### config.mk
export PLATFORM = sky130hd
export DESIGN_NAME = demux4_dispatch_flat
export DESIGN_NICKNAME = d
export VERILOG_FILES = /design/src/rtl/demux_pkg.sv /design/src/rtl/demux4_dispatch_if.sv /design/src/rtl/demux_slot.sv /design/src/rtl/demux4_dispatch.sv /design/src/flat_wrapper.sv
export SDC_FILE = /design/constraint.sdc
export NUM_CORES = 1
export LEC_CHECK = 0
export ABC_AREA = 1
export CORE_MARGIN = 2
export CORE_UTILIZATION = 53
export CTS_BUF_LIST = sky130_fd_sc_hd__clkbuf_8 sky130_fd_sc_hd__clkbuf_16
export DETAILED_ROUTE_END_ITERATION = 10
export GPL_ROUTABILITY_DRIVEN = 0
export PLACE_DENSITY = 0.86
export SYNTH_ARGS = -nofsm -noshare
export SYNTH_HDL_FRONTEND = slang
export SYNTH_HIERARCHICAL = 1
export SYNTH_SLANG_ARGS = --single-unit
### constraint.sdc
create_clock -name clk -period 4 [get_ports clk]
set_input_delay 0.8 -clock clk [delete_from_list [all_inputs] [get_ports clk]]
set_output_delay 0.8 -clock clk [all_outputs]
set_load 0.02 [all_outputs]
### src/rtl/demux_pkg.sv
// rtl/demux_pkg.sv - shared constants and types for the demultiplexer datapath
package demux_pkg;

    localparam int NCH        = 4;
    localparam int DATA_WIDTH = 8;

    typedef logic [1:0] chan_t;

    typedef enum logic {
        MODE_ROUND_ROBIN = 1'b0,
        MODE_ADDRESSED   = 1'b1
    } dispatch_mode_t;

    function automatic chan_t next_chan(input chan_t c);
        return c + 2'd1;
    endfunction

endpackage

### src/rtl/demux4_dispatch_if.sv
// rtl/demux4_dispatch_if.sv - input handshake, four output channels and status of the dispatcher
interface demux4_dispatch_if
    import demux_pkg::*;
#(
    parameter int WIDTH = DATA_WIDTH,
    parameter int CNTW  = 16
);

    logic                   in_valid;
    logic                   in_ready;
    logic [WIDTH-1:0]       in_data;
    logic                   in_mode;
    chan_t                  in_dest;
    logic [NCH-1:0]         out_valid;
    logic [NCH-1:0]         out_ready;
    logic [NCH*WIDTH-1:0]   out_data;
    chan_t                  rr_ptr;
    logic [CNTW-1:0]        accept_cnt;

    modport master (
        output in_valid,
        output in_data,
        output in_mode,
        output in_dest,
        output out_ready,
        input  in_ready,
        input  out_valid,
        input  out_data,
        input  rr_ptr,
        input  accept_cnt
    );

    modport slave (
        input  in_valid,
        input  in_data,
        input  in_mode,
        input  in_dest,
        input  out_ready,
        output in_ready,
        output out_valid,
        output out_data,
        output rr_ptr,
        output accept_cnt
    );

endinterface

### src/rtl/demux_slot.sv
// rtl/demux_slot.sv - one-entry output slot whose data register is zero whenever it is empty
module demux_slot
    import demux_pkg::*;
#(
    parameter int WIDTH = DATA_WIDTH
) (
    input  logic             clk,
    input  logic             rst,
    input  logic             load,
    input  logic             drain,
    input  logic [WIDTH-1:0] load_data,
    output logic             valid,
    output logic [WIDTH-1:0] data
);

    // A load in the same cycle as a drain wins, so the slot never bubbles.
    always_ff @(posedge clk or posedge rst) begin
        if (rst) begin
            valid <= 1'b0;
            data  <= '0;
        end else if (load) begin
            valid <= 1'b1;
            data  <= load_data;
        end else if (drain) begin
            valid <= 1'b0;
            data  <= '0;
        end
    end

endmodule

### src/rtl/demux4_dispatch.sv
// rtl/demux4_dispatch.sv - registered 1-to-4 dispatcher, round-robin or addressed
module demux4_dispatch
    import demux_pkg::*;
#(
    parameter int WIDTH = DATA_WIDTH,
    parameter int CNTW  = 16
) (
    input  logic               clk,
    input  logic               rst,
    demux4_dispatch_if.slave   bus
);

    chan_t                  tgt;
    logic                   ready;
    logic                   xfer;
    logic [NCH-1:0]         load;
    logic [NCH-1:0]         drain;
    logic [NCH-1:0]         slot_valid;
    logic [NCH*WIDTH-1:0]   slot_data;
    chan_t                  rr_q;
    logic [CNTW-1:0]        cnt_q;

    always_comb begin
        tgt = (bus.in_mode == MODE_ADDRESSED) ? bus.in_dest : rr_q;
    end

    // Readiness depends only on the targeted slot; other full channels do not stall.
    assign ready = !slot_valid[tgt] || bus.out_ready[tgt];
    assign xfer  = bus.in_valid && ready;

    genvar k;
    generate
        for (k = 0; k < NCH; k++) begin : g_slot
            assign load[k]  = xfer && (tgt == chan_t'(k));
            assign drain[k] = slot_valid[k] && bus.out_ready[k];

            demux_slot #(
                .WIDTH (WIDTH)
            ) u_slot (
                .clk       (clk),
                .rst       (rst),
                .load      (load[k]),
                .drain     (drain[k]),
                .load_data (bus.in_data),
                .valid     (slot_valid[k]),
                .data      (slot_data[k*WIDTH +: WIDTH])
            );
        end
    endgenerate

    always_ff @(posedge clk or posedge rst) begin
        if (rst) begin
            rr_q  <= '0;
            cnt_q <= '0;
        end else if (xfer) begin
            cnt_q <= cnt_q + CNTW'(1);
            if (bus.in_mode == MODE_ROUND_ROBIN) begin
                rr_q <= next_chan(rr_q);
            end
        end
    end

    assign bus.in_ready   = ready;
    assign bus.out_valid  = slot_valid;
    assign bus.out_data   = slot_data;
    assign bus.rr_ptr     = rr_q;
    assign bus.accept_cnt = cnt_q;

endmodule

### src/flat_wrapper.sv
// flat-port wrapper written by rule: the top's interface ports become plain ports
module demux4_dispatch_flat import demux_pkg::*;
#(
    parameter int WIDTH = DATA_WIDTH,
    parameter int CNTW  = 16
)
  (clk, rst, bus_in_valid, bus_in_data, bus_in_mode, bus_in_dest, bus_out_ready, bus_in_ready, bus_out_valid, bus_out_data, bus_rr_ptr, bus_accept_cnt);
  demux4_dispatch_if #(.WIDTH(WIDTH), .CNTW(CNTW)) bus_i ();
  input  logic clk;
  input  logic rst;
  input wire logic [$bits(bus_i.in_valid)-1:0] bus_in_valid;
  input wire logic [$bits(bus_i.in_data)-1:0] bus_in_data;
  input wire logic [$bits(bus_i.in_mode)-1:0] bus_in_mode;
  input wire logic [$bits(bus_i.in_dest)-1:0] bus_in_dest;
  input wire logic [$bits(bus_i.out_ready)-1:0] bus_out_ready;
  output wire logic [$bits(bus_i.in_ready)-1:0] bus_in_ready;
  output wire logic [$bits(bus_i.out_valid)-1:0] bus_out_valid;
  output wire logic [$bits(bus_i.out_data)-1:0] bus_out_data;
  output wire logic [$bits(bus_i.rr_ptr)-1:0] bus_rr_ptr;
  output wire logic [$bits(bus_i.accept_cnt)-1:0] bus_accept_cnt;
  assign bus_i.in_valid = bus_in_valid;
  assign bus_i.in_data = bus_in_data;
  assign bus_i.in_mode = bus_in_mode;
  assign bus_i.in_dest = bus_in_dest;
  assign bus_i.out_ready = bus_out_ready;
  assign bus_in_ready = bus_i.in_ready;
  assign bus_out_valid = bus_i.out_valid;
  assign bus_out_data = bus_i.out_data;
  assign bus_rr_ptr = bus_i.rr_ptr;
  assign bus_accept_cnt = bus_i.accept_cnt;
  demux4_dispatch #(.WIDTH(WIDTH), .CNTW(CNTW)) u_core (.clk(clk), .rst(rst), .bus(bus_i));
endmodule
## Word-level counts from Yosys, hierarchy flattened

Index checks and enable logic that the tools add are counted.

| storage, ports and cells | value |
|---|---|
| register bits | 54 |
| latch bits | 0 |
| memory bits (writable) | 0 |
| ROM bits | 0 |
| input port bits | 18 |
| output and inout bits | 55 |
| word-level logic and storage cells | 55 |
| memories | 0 |

| operators by class | value |
|---|---|
| add/sub/neg operators | 2 |
| $mul | 0 |
| divide/modulo/power cells | 0 |
| magnitude comparators | 1 |
| equality and inequality tests | 3 |
| shifts and indexed selects | 0 |
| muxes and demuxes | 21 |
| bitwise gates (word level) | 1 |
| reductions and logical operators | 17 |

Operators by type and width:

| kind | count |
|---|---|
| $mux 8 | 8 |
| $add 16x1->16 const B | 1 |
| $mux 1 | 10 |
| $logic_and 1x1->1 | 9 |
| $reduce_bool 2->1 | 4 |
| $bmux 1 s2 | 2 |
| $eq 2x2->1 const B | 2 |
| $lt 2x3->1 const B | 1 |
| $add 2x1->2 const B | 1 |
| $eq 2x1->1 const B | 1 |
| $logic_not 2->1 | 1 |
| $mux 2 | 1 |
| $reduce_and 2->1 | 1 |
| $logic_not 1->1 | 1 |
| $logic_or 1x1->1 | 1 |
| $not 1->1 | 1 |

## Logic depth before layout (Yosys ltp)

| depth | value |
|---|---|
| depth in word-level cells | 8 |
| gate-level depth with buffers | 16 |

## Hierarchy

The synthesis kept the hierarchy.

Modules (own cells, without submodules):

| module | instances | cells each | area each (sq um) | seq. area each (sq um) |
|---|---|---|---|---|
| demux_slot | 4 | 39 | 364.1 | 225.2 |
| demux4_dispatch | 1 | 180 | 1357.6 | 450.4 |

## Least setup slack after synthesis

No wires, ideal clock.

| timing | value |
|---|---|
| kind | input to output |
| start point | input port bus_in_mode |
| end point | output port bus_in_ready |
| data arrival time | 1.615 ns |
| data required time | 3.200 ns |
| slack | 1.585 ns |
| stages | 6 |
| path buffers | 1 |
| cell sequence | o21ai_2 > inv_1 > nand2_1 > nand2_4 > nand2_8 > buf_4 |

| on the way | value |
|---|---|
| word-level cells in the longest chain between the ends | 5 |
| elaborated cells on any way between the ends | 7 |
| those cells by class | 5 x mux; 2 x reduce/logical |

Ends and longest elaborated chain:

| what | line | RTL |
|---|---|---|
| from (decl) | flat_wrapper.sv:13 | `input wire logic [$bits(bus_i.in_mode)-1:0] bus_in_mode;` |
| $mux 2 * | demux4_dispatch.sv:24 | `tgt = (bus.in_mode == MODE_ADDRESSED) ? bus.in_dest : rr_q;` |
| $bmux 1 s2 | demux4_dispatch.sv:28 | `assign ready = !slot_valid[tgt] \|\| bus.out_ready[tgt];` |
| $mux 1 (not written as such) | demux4_dispatch.sv:28 |  |
| $logic_not 1->1 | demux4_dispatch.sv:28 |  |
| $logic_or 1x1->1 * | demux4_dispatch.sv:28 |  |
| to (decl) | flat_wrapper.sv:16 | `output wire logic [$bits(bus_i.in_ready)-1:0] bus_in_ready;` |

Every way passes the cells marked *; elsewhere a longest branch is shown, timed or not. The select of a mux whose other input is x is not followed.

## Worst setup path after layout

Same ends and word-level chain as after synthesis.

==> out/metrics.yaml <==
layout:
  layout_common_cells: "nand2_1, clkdlybuf4s50_1, dfrtp_1, nand3_1, inv_1"
  diodes: 0
  drive_above_1_share: 0.126
  final_common_cell: "nand2_1"
  area_growth_pct: 29.8
  utilization: 0.715
  final_area_um2: 3650
  nets: 430
  fin_cells: 482
die:
  chipHeight_um: 76.9
  start_util: 0.551
  die_x_um: 76.9
  dieArea_um2: 5910
  row_count: 26
  io_pins: 73
  core_area_um2: 5110
route:
  post_drt_wl_per_cell_um: 14.0
  ant_nets: 0
  totalWireLength_um: 6760
  viasPerCell: 5.04
  drc: 0
  vias: 2431
  drt_iter0_drc: 155
  first_pass_iters: 4
run_status:
  status: "complete, no violations"
power_and_ir_drop:
  peakVddDrop_mv: 0.474
  p_leak_nw: 1.83
  power_density_nw_per_um2: 689
clocking:
  htreeDepth: 2
  cts_tree: "yes"
  clk_pin_slew_ns: 0.10
  cts.sinks: 54
  cts_max_path_buffers: 2
  cts_inserted_buffers: 5
  clk_latency_ns: 0.31
  postCtsSetupBuffers: 0
  cts_hold_buf: 0
  cts_root_buffer: "clkbuf_8"
  ctsResizeCount: 0
logic_synthesis:
  yosysWarnings: 6
  synth_cells: 336
  syn_area_um2: 2810
  synth_nets: 355
  synth_cell_types: 24
  synth.avg_cell_area_um2: 8.37
  seq_area_frac_synth: 0.480
  synth-seq-cells: 54
timing:
  worst_slew_pin_slew_ns: 0.717
  setup_viol: 0
  clock_skew_ns: 0.00564
  finalSetupTns_ns: 0
  finalCriticalPeriod_ns: 3.55
  hold_viol_final: 0
  maxSlewHeadroom: 0.522
  timing.hold.ws_ns: 0.479
  period_share: 0.888
  fmax_ghz: 0.282
  rsz0062_at_grt: "no"
  drv_slew: 0
placed_design:
  place_area_um2: 3560
  placed_cells: 474
  dp_hpwl_um: 5050
  port_buffers: 72
worst_hold_path:
  min_path_type: "reg -> reg"
global_routing:
  grt_antenna_before_repair: 0
  grt_pass1_vias: 2450
  track_usage: 0.242
  grt_max_degree: 23
  grt-ovfl-total: 0
  grt_pass1_wl_um: 11500
worst_setup_path:
  crit_path_start_kind: "primary input"
  arrival_ns: 2.75
  crit_type: "in -> out"
  crit_required_ns: 3.20
  path_max_fanout: 19
  cp-end-kind: "output pin"
job:
  drv_cap: 0
## power breakdown
part / total, mW / switching, mW / internal, mW
logic: 1.26 / 0.711 / 0.553
registers: 0.931 / 0.182 / 0.750
clock network: 0.323 / 0.182 / 0.141
total: 2.52 / 1.07 / 1.44
## stage by stage
stage	worst slack, ns	total power, mW
global route	0.309	2.66
floorplan	1.58	1.66
global placement	0.498	2.17
finish	0.449	2.52
detailed placement	0.453	2.21
CTS	0.439	2.53
## metal layers
layer	GRT usage	routed length (um)	vias up
met5	0	0	-
met4	0.0836	85	0
met3	0.0459	426	7
met2	0.432	3500	80
met1	0.292	2750	1162
li1	-	-	1182
## logic make-up (layout without fill, tap and decap cells)
| kind of cell | after synthesis | count (layout) | share of synthesized area |
|---|---|---|---|
| AND/OR/NAND/NOR | 232 | 232 | 0.397 |
| flip-flops | 54 | 54 | 0.480 |
| buffers and inverters | 33 | 109 | 0.0689 |
| XOR/XNOR | 13 | 13 | 0.0405 |
| AO/OA/AOI/OAI | 3 | 3 | 0.00934 |
| adder cells (fa/ha/maj) | 1 | 1 | 0.00445 |
## final timing paths
check,startpoint,endpoint,slack [ns],cells after the start
setup / recovery,bus_in_mode,bus_in_ready,0.45,7
hold / removal,u_core/g_slot[0].u_slot/data[1]$_DFFE_PP0P_,u_core/g_slot[0].u_slot/data[1]$_DFFE_PP0P_,0.48,2
setup reg to reg,u_core/bus.rr_ptr[1]$_DFFE_PP0P_,u_core/g_slot[2].u_slot/data[2]$_DFFE_PP0P_,1.88,12
hold reg to reg,u_core/g_slot[0].u_slot/data[1]$_DFFE_PP0P_,u_core/g_slot[0].u_slot/data[1]$_DFFE_PP0P_,0.48,2
max in group asynchronous,rst,u_core/bus.accept_cnt[2]$_DFFE_PP0P_,2.51,2
min in group asynchronous,rst,u_core/g_slot[0].u_slot/data[0]$_DFFE_PP0P_,0.88,2
## Yosys cell counts, drive strengths merged
library cell	instances	area, um2
buf	9	101
dfrtp	54	1350
ha	1	12.5
inv	24	92.6
nand2	180	781
nand3	24	120
nand3b	1	7.51
nand4	5	31.3
nor2	15	121
nor3	7	55.1
o21ai	3	26.3
xnor2	7	61.3
xor2	6	52.6
## final cells by class
| cell class | instances | area [um2] |
|---|---|---|
| inverters | 24 | 92.6 |
| well taps | 70 | 87.6 |
| clock inverters | 2 | 12.5 |
| clock buffers | 6 | 82.6 |
| repair buffers | 77 | 758 |
| fillers | 414 | 1450 |
| flip-flops and latches | 54 | 1350 |
| multi-input cells | 249 | 1270 |
## critical path, cell delays in order
cell and delay [ns]:
clkdlybuf4s50_1 0.49, o21ai_2 0.31, inv_1 0.16, nand2_1 0.14, nand2_4 0.08, nand2_8 0.15, clkdlybuf4s50_1 0.63
## sequential cells by signal (all words and copies together), names as in the netlist
name and flops:
u_core/g_slot.u_slot/data 32, u_core/g_slot.u_slot/valid 4, u_core/bus.accept_cnt 16, u_core/bus.rr_ptr 2
(Power assumes the default switching activity.)
